===== config.mk =====
export PLATFORM = sky130hd
export DESIGN_NAME = ssd2hex_capture
export DESIGN_NICKNAME = d
export VERILOG_FILES = /design/src/rtl/ssd2hex_capture.sv
export SDC_FILE = /design/constraint.sdc
export NUM_CORES = 1
export LEC_CHECK = 0
export CORE_MARGIN = 1
export CORE_UTILIZATION = 45
export DETAILED_ROUTE_END_ITERATION = 10
export GPL_ROUTABILITY_DRIVEN = 0
export MAX_ROUTING_LAYER = met4
export PLACE_DENSITY = 0.8
export SLEW_MARGIN = 20
export SYNTH_ARGS = -nofsm -noshare
export SYNTH_HDL_FRONTEND = slang
export SYNTH_SLANG_ARGS = --single-unit

===== constraint.sdc =====
create_clock -name clk_i -period 4 [get_ports clk_i]
set_input_delay 1.2 -clock clk_i [delete_from_list [all_inputs] [get_ports clk_i]]
set_output_delay 1.2 -clock clk_i [all_outputs]
set_load 0.03 [all_outputs]

===== src/rtl/ssd2hex_capture.sv =====
// Snoops a multiplexed active-low seven-segment bus and recovers the hex digit
// shown at each position, reporting digit changes on a one-entry event port.
module ssd2hex_capture #(
  parameter int DIGITS        = 4,
  parameter int STABLE_CYCLES = 4,
  localparam int IW = (DIGITS > 1) ? $clog2(DIGITS) : 1,
  localparam int CW = $clog2(STABLE_CYCLES + 1)
) (
  input  logic                  clk_i,
  input  logic                  reset_i,
  input  logic [6:0]            ssd_i,
  input  logic [DIGITS-1:0]     an_i,
  output logic [4*DIGITS-1:0]   hex_o,
  output logic [DIGITS-1:0]     digit_valid_o,
  output logic                  err_o,
  output logic                  evt_valid_o,
  input  logic                  evt_ready_i,
  output logic [IW-1:0]         evt_digit_o,
  output logic [3:0]            evt_hex_o,
  output logic                  ovf_o
);

  typedef enum logic [1:0] {
    IDLE,
    TRACK,
    LOCKED
  } state_t;

  state_t              state;
  logic [CW-1:0]       count;
  logic [6:0]          ssd_q;
  logic [DIGITS-1:0]   an_q;
  logic [6:0]          prev_ssd;
  logic [DIGITS-1:0]   prev_an;

  logic [IW-1:0]       an_idx;
  int                  low_cnt;
  logic                an_legal;
  logic                same_pair;
  logic                accept;
  logic                dec_legal;
  logic [3:0]          dec_val;
  logic                new_evt;
  logic                xfer;

  // Bit 4 flags a recognised digit; blank and garbage both come back as 0.
  function automatic logic [4:0] decode(input logic [6:0] s);
    case (s)
      7'h40:   decode = 5'h10;
      7'h79:   decode = 5'h11;
      7'h24:   decode = 5'h12;
      7'h30:   decode = 5'h13;
      7'h19:   decode = 5'h14;
      7'h12:   decode = 5'h15;
      7'h02:   decode = 5'h16;
      7'h78:   decode = 5'h17;
      7'h00:   decode = 5'h18;
      7'h18:   decode = 5'h19;
      7'h08:   decode = 5'h1A;
      7'h03:   decode = 5'h1B;
      7'h46:   decode = 5'h1C;
      7'h21:   decode = 5'h1D;
      7'h06:   decode = 5'h1E;
      7'h0E:   decode = 5'h1F;
      default: decode = 5'h00;
    endcase
  endfunction

  always_comb begin
    an_idx  = '0;
    low_cnt = 0;
    for (int i = 0; i < DIGITS; i++) begin
      if (!an_q[i]) begin
        an_idx  = IW'(i);
        low_cnt = low_cnt + 1;
      end
    end
    an_legal  = (low_cnt == 1);
    same_pair = (an_q == prev_an) && (ssd_q == prev_ssd);
    {dec_legal, dec_val} = decode(ssd_q);
    accept  = an_legal && (state == TRACK) && same_pair &&
              (count == CW'(STABLE_CYCLES - 1));
    new_evt = accept && dec_legal &&
              (!digit_valid_o[an_idx] || (hex_o[4*an_idx +: 4] != dec_val));
    xfer    = evt_valid_o && evt_ready_i;
  end

  always_ff @(posedge clk_i) begin
    if (reset_i) begin
      ssd_q         <= 7'h7F;
      an_q          <= '1;
      prev_ssd      <= 7'h7F;
      prev_an       <= '1;
      state         <= IDLE;
      count         <= '0;
      hex_o         <= '0;
      digit_valid_o <= '0;
      err_o         <= 1'b0;
      evt_valid_o   <= 1'b0;
      evt_digit_o   <= '0;
      evt_hex_o     <= '0;
      ovf_o         <= 1'b0;
    end else begin
      ssd_q    <= ssd_i;
      an_q     <= an_i;
      prev_ssd <= ssd_q;
      prev_an  <= an_q;
      err_o    <= 1'b0;

      if (!an_legal) begin
        state <= IDLE;
        count <= '0;
      end else begin
        case (state)
          IDLE: begin
            state <= TRACK;
            count <= CW'(1);
          end
          TRACK: begin
            if (!same_pair) begin
              count <= CW'(1);
            end else if (accept) begin
              state <= LOCKED;
              count <= CW'(STABLE_CYCLES);
            end else begin
              count <= count + 1'b1;
            end
          end
          LOCKED: begin
            if (!same_pair) begin
              state <= TRACK;
              count <= CW'(1);
            end
          end
          default: begin
            state <= IDLE;
            count <= '0;
          end
        endcase
      end

      if (accept) begin
        if (dec_legal) begin
          hex_o[4*an_idx +: 4]  <= dec_val;
          digit_valid_o[an_idx] <= 1'b1;
        end else if (ssd_q == 7'h7F) begin
          digit_valid_o[an_idx] <= 1'b0;
        end else begin
          err_o <= 1'b1;
        end
      end

      // A full holding register that is not draining keeps its old event.
      if (new_evt) begin
        if (!evt_valid_o || xfer) begin
          evt_valid_o <= 1'b1;
          evt_digit_o <= an_idx;
          evt_hex_o   <= dec_val;
        end else begin
          ovf_o <= 1'b1;
        end
      end else if (xfer) begin
        evt_valid_o <= 1'b0;
      end
    end
  end

endmodule

# ---- Word level (Yosys, flattened, before mapping)
# Index checks and enable logic that the tools add are counted.
dict set report word_totals {
  input_bits 14
  wordCells 107
  register_bits 56
  out_inout_bits 29
}
dict set report classes {
  n_lt_le_gt_ge 2
  bitwise 6
  n_addsub 5
  n_mux 27
  n_shift 3
  n_reduce_logical 24
  n_eq_ne 27
}
# cell n
set ops {}
lappend ops {{$add 32x2->32 const B} 3}
lappend ops {{$mux 32} 3}
lappend ops {{$pmux 5 s16} 1}
lappend ops {{$eq 7x7->1 const B} 5}
lappend ops {{$neg 4->34} 1}
lappend ops {{$shift 4x34->16 const A} 1}
lappend ops {{$shiftx 4x34->16} 1}
lappend ops {{$eq 32x2->1 const B} 1}
lappend ops {{$eq 7x5->1 const B} 3}
lappend ops {{$eq 7x6->1 const B} 3}
lappend ops {{$bwmux 16} 1}
lappend ops {{$shiftx 16x5->4} 1}
lappend ops {{$eq 7x2->1 const B} 2}
lappend ops {{$eq 7x4->1 const B} 2}
lappend ops {{$mux 2} 5}
lappend ops {{$reduce_and 2->1} 5}
lappend ops {{$mux 3} 3}
lappend ops {{$pmux 3 s3} 1}
lappend ops {{$logic_and 1x1->1} 8}
lappend ops {{$mux 1} 8}
lappend ops {{$mux 4} 2}
lappend ops {{$eq 7x3->1 const B} 1}
lappend ops {{$eq 7x7->1} 1}
lappend ops {{$logic_not 7->1} 1}
lappend ops {{other kinds (24)} 31}

# ---- Longest topological paths before layout
dict set report depth {
  word_depth 15
  depth_mapped 14
  depth_no_buf 12
}

# ---- Least setup slack after synthesis
# No wires, ideal clock.
dict set report synth_path {
  kind {flip-flop to flip-flop}
  startpoint {register an_q[1]}
  endpoint {register evt_digit_o[1]}
  t_arrival_ns 3.452
  path_buffers 2
  setup_time_ns 0.121
  path_stages_with_launch 13
  path_slack_ns 0.427
  required_time_ns 3.879
  period_less_slack_ns 3.573
  path_cell_list {dfxtp_1 > clkbuf_1 > inv_1 > ha_1 > xnor2_1 > ha_1 > o311a_1 > nor4_2 > and3_1 > buf_2 > o21ai_2 > a211oi_4 > mux2_4}
}
dict set report synth_via {
  elab_chain_cells 12
  elab_cells_between_ends 23
  cone_classes {add/sub: 2; eq/ne: 3; shift: 1; mux: 8; reduce/logical: 9}
}
# element line_no
set synth_rtl {}
lappend synth_rtl {{start: declaration} 32} ;# logic [DIGITS-1:0] an_q;
lappend synth_rtl {{start signal: assignment} 105} ;# an_q <= an_i;
lappend synth_rtl {{$mux 32} 73} ;# if (!an_q[i]) begin
lappend synth_rtl {{$add 32x2->32} 75} ;# low_cnt = low_cnt + 1;
lappend synth_rtl {{$mux 32} 73}
lappend synth_rtl {{$add 32x2->32} 75}
lappend synth_rtl {{$mux 32} 73}
lappend synth_rtl {{$eq 32x2->1} 78} ;# an_legal = (low_cnt == 1);
lappend synth_rtl {{$logic_and 1x1->1 (3 in a row)} 81} ;# accept = an_legal && (state == TRACK) && same_pair &&
lappend synth_rtl {{$logic_and 1x1->1} 83} ;# new_evt = accept && dec_legal &&
lappend synth_rtl {{$logic_and 1x1->1 *} 83}
lappend synth_rtl {{$reduce_and 2->1 (no line) *} -}
lappend synth_rtl {{end signal: assignment} 157} ;# evt_digit_o <= an_idx;
lappend synth_rtl {{end: declaration} 18} ;# output logic [IW-1:0] evt_digit_o,
# Mark *: on every way between the ends. The rest lies on a longest branch, timed or not. The select of a mux whose other input is x is not followed.
# A chain may end at the register's enable or synchronous reset.

# ---- Worst setup path in the final report
dict set report layout_path {
  startpoint {register an_q[0]}
  endpoint {register evt_hex_o[2]}
}
dict set report layout_via {
  elab_chain_cells 14
  elab_cells_between_ends 16
  cone_classes {add/sub: 3; eq/ne: 2; mux: 4; reduce/logical: 7}
}
# element line_no
set layout_rtl {}
lappend layout_rtl {{$mux 1} 73}
lappend layout_rtl {{$add 32x2->32} 75}
lappend layout_rtl {{$mux 32} 73}
lappend layout_rtl {{$add 32x2->32} 75}
lappend layout_rtl {{$mux 32} 73}
lappend layout_rtl {{$add 32x2->32} 75}
lappend layout_rtl {{$mux 32} 73}
lappend layout_rtl {{$eq 32x2->1} 78}
lappend layout_rtl {{$logic_and 1x1->1} 81}
lappend layout_rtl {{$logic_and 1x1->1 * (2 in a row)} 81}
lappend layout_rtl {{$logic_and 1x1->1 * (2 in a row)} 83}
lappend layout_rtl {{$reduce_and 2->1 (no line) *} -}
lappend layout_rtl {{end signal: assignment} 158} ;# evt_hex_o <= dec_val;
lappend layout_rtl {{end: declaration} 19} ;# output logic [3:0] evt_hex_o,
# Mark *: on every way between the ends. The rest lies on a longest branch, timed or not.

==> results.sh <==
export IMPL_vias=2418
export IMPL_clock_tree_root_cell="clkbuf_8"
export IMPL_final_instance_count_excl_fill=436
export IMPL_fmax_ghz=0.292
export IMPL_hold_slack_ns=0.465
export IMPL_syn_area_sq_mm=0.00295
export IMPL_die_area_sq_mm=0.00689
export IMPL_ant_nets=0
export IMPL_grt_max_degree=30
export IMPL_htreeDepth=2
export IMPL_setup_tns_ns=0
export IMPL_power_density_mw_per_mm2=296
export IMPL_cts_hold_fix_buffers=0
export IMPL_n_antenna_cell=0
export IMPL_dp_cells=428
export IMPL_routedWlPerCell_microns=14.5
export IMPL_worstPathMaxFanout=7
export IMPL_drv_slew=0
export IMPL_num_rows=29
export IMPL_worst_slack_ns=0.572
export IMPL_slowest_delay_ns=0.41
export IMPL_arrival_ns=3.64
export IMPL_clk_pin_slew_ns=0.11
export IMPL_min_from="evt_digit_o[0]$_SDFFE_PP0P_"
export IMPL_die_y_microns=83.0
export IMPL_rsz0062_at_grt="false"
export IMPL_crit_path_top_delay_cell="a211oi_4"
export IMPL_worst_r2r_endpoint="evt_hex_o[2]$_SDFFE_PP0P_"
export IMPL_n_fill_cell=582
export IMPL_grt_pass1_wl_microns=10900
export IMPL_ff2ff_path_depth=11
export IMPL_path_buf_inv=2
export IMPL_synth_area_leader_cell="dfxtp_1"
export IMPL_final_core_util=0.547
export IMPL_viasPerCell=5.55
export IMPL_grt_use_total=0.194
export IMPL_grt_antenna_before_repair=0
export IMPL_syn_num_nets=349
export IMPL_avgSynthCellArea_sq_um=8.95
export IMPL_worstHoldEndpoint="evt_digit_o[0]$_SDFFE_PP0P_"
export IMPL_synth_top_cell_area_share=0.380
export IMPL_status="complete, no violations"
export IMPL_fin_crit_ns=3.43
export IMPL_cpMostUsedCell="ha_1"
export IMPL_critPathCaptureType="register"
export IMPL_drive_gt1_frac=0.117
export IMPL_ys_async_sr_fraction=0
export IMPL_hp_class="register to register"
export IMPL_cts_buffers=5
export IMPL_path_delay_family="compound AO/OA/AOI/OAI gates"
export IMPL_ys_ff_latch=56
export IMPL_slew_headroom=0.547
export IMPL_crit_required_ns=4.21
export IMPL_finalCritPeriodShare=0.857
export IMPL_ys_top_cells_by_count="dfxtp_1 (56), nor2_1 (34), mux2i_1 (24), nand2_1 (19)"
export IMPL_synth_edff_count=0
export IMPL_drtPass1Iterations=4
export IMPL_finalHoldViolations=0
export IMPL_ys_warnings_count=0
export IMPL_post_cts_buffers=0
export IMPL_grt_pass1_vias=2340
export IMPL_critical_path_class="register to register"
export IMPL_synthTopCellsByArea="dfxtp_1 (38%), mux2i_1 (8.1%), xnor2_1 (5.0%), nor2_1 (4.3%), or2_2 (3.6%)"
export IMPL_drv_cap=0
export IMPL_synth_flop_cell="dfxtp_1"
export IMPL_synth_cells=330
export IMPL_r2r_start="an_q[0]$_SDFF_PP1_"
export IMPL_worstSkewPairLatency_ns=0.31
export IMPL_ys_types=54
export IMPL_io_pins=43
export IMPL_crit_path_start_kind="register"
export IMPL_worstPathCellList="inv_1 -> ha_1 -> xnor2_1 -> ha_1 -> o311a_1 -> nor4_2 -> buf_4 -> and3_1 -> o21ai_2 -> a211oi_4 -> mux2_4"
export IMPL_drc=0
export IMPL_cts_tree="done"
export IMPL_gr_total_overflow=0
export IMPL_ff2ff_setup_slack_ns=0.57
export IMPL_area_delta_synth_final_pct=17.7
export IMPL_nets=377
export IMPL_ir_worst_vdd_mv=0.197
export IMPL_die_w_microns=83.0
export IMPL_core_sq_mm=0.00635
export IMPL_skew_ns=0.0157
export IMPL_hpwlAfterDp_microns=4410
export IMPL_tightest_slew_ns=0.679
export IMPL_yosysMostFrequentCell="dfxtp_1"
export IMPL_numPortBuffers=42
export IMPL_drt_iter0_drc=133
export IMPL_ctsResizeCount=0
export IMPL_pre_cts_ws_ns=0.598
export IMPL_drt_wl_total_microns=6320
export IMPL_leakagePower_nw=1.41
export IMPL_initial_utilization=0.465
export IMPL_setup_viol=0
export IMPL_cts_sinks=56
export IMPL_whs_path_depth=2
export IMPL_clk_path_buf_depth=2
export IMPL_ys_seq_area_frac=0.380
## cell usage in the layout, fill, tap and decap left out, types with 3 or more instances in the layout
cell type        netlist  layout
buf_4                  0       3
clkdlybuf4s50_1        0      42
a21oi_1               15      15
mux2i_1               24      24
o211ai_1               7       7
nor2_1                34      34
nand3_1                3       3
nor2b_1               14      14
nand4_1                6       6
xnor2_1               17      17
and3_1                 7       7
nand2_1               19      19
o21a_1                 4       4
a21boi_0               3       3
inv_1                 10      10
nor3_1                 5       5
and3b_1                3       3
o21ai_0                8       8
or2_2                 17      17
dfxtp_1               56      56
a311oi_1               5       5
and2_1                 3       3
clkbuf_8               0       5
ha_1                   5       5
a211o_1                3       3
## layout make-up
| type | count | area (sq um) | area share |
|---|---|---|---|
| Multi-Input combinational cell | 240 | 1680 | 0.484 |
| Sequential cell | 56 | 1120 | 0.323 |
| Timing Repair Buffer | 45 | 443 | 0.127 |
| Tap cell | 77 | 96.3 | 0.0277 |
| Clock buffer | 5 | 68.8 | 0.0198 |
| Inverter | 10 | 37.5 | 0.0108 |
| Clock inverter | 3 | 27.5 | 0.00792 |
## worst reg2reg max path: stages, from the launching register on
cell      delay, ns
dfxtp_1        0.38
inv_1          0.08
ha_1           0.37
xnor2_1        0.16
ha_1           0.34
o311a_1        0.39
nor4_2         0.23
buf_4          0.18
and3_1         0.29
o21ai_2        0.18
a211oi_4       0.41
mux2_4         0.34
## power breakdown
group          leakage [nW]  switching [mW]  internal (mW)
combinational         0.911          0.0478         0.0518
clock                0.0463           0.202          0.129
sequential            0.457          0.0281          0.570
## worst max-delay path by stage
stage	slack, ns	cells after the start	to	start
floorplan	0.43	12	evt_digit_o[1]$_SDFFE_PP0P_	an_q[1]$_SDFF_PP1_
global placement	0.72	11	evt_hex_o[2]$_SDFFE_PP0P_	an_q[0]$_SDFF_PP1_
detailed placement	0.60	11	evt_digit_o[1]$_SDFFE_PP0P_	an_q[0]$_SDFF_PP1_
CTS	0.59	11	evt_hex_o[2]$_SDFFE_PP0P_	an_q[0]$_SDFF_PP1_
global route	0.34	10	evt_digit_o[1]$_SDFFE_PP0P_	an_q[2]$_SDFF_PP1_
finish	0.57	11	evt_hex_o[2]$_SDFFE_PP0P_	an_q[0]$_SDFF_PP1_
## routing by layer
metal,vias up,global-route usage,share of wire
li1,1225,-,-
met1,1145,0.253,0.47
met5,-,-,0
met2,44,0.320,0.49
met4,0,0.0376,0.0078
met3,4,0.0338,0.033
## flip-flops by register name, indices dropped and copies added (netlist names), named ones only
signal / flops
prev_ssd: 7
evt_digit_o: 2
ovf_o: 1
evt_valid_o: 1
evt_hex_o: 4
prev_an: 4
count: 3
hex_o: 16
ssd_q: 7
err_o: 1
state: 2
an_q: 4
## cells by family (layout without fill, tap and decap cells)
logic type,count (synthesis),in the layout,synth area share
buffers and inverters,34,63,0.0513
multiplexers,27,27,0.0953
adder cells (fa/ha/maj),5,5,0.0212
flip-flops,56,56,0.380
XOR/XNOR,17,17,0.0504
AO/OA/AOI/OAI,61,61,0.149
AND/OR/NAND/NOR,130,130,0.253
## metrics by stage
step | power, mW | instance area (sq um)
global placement | 0.706 | 3380
finish | 1.03 | 3470
floorplan | 0.681 | 2950
detailed placement | 0.710 | 3380
CTS | 1.04 | 3470
global route | 1.08 | 3470
Note: power is estimated with default switching activity, not from simulation.
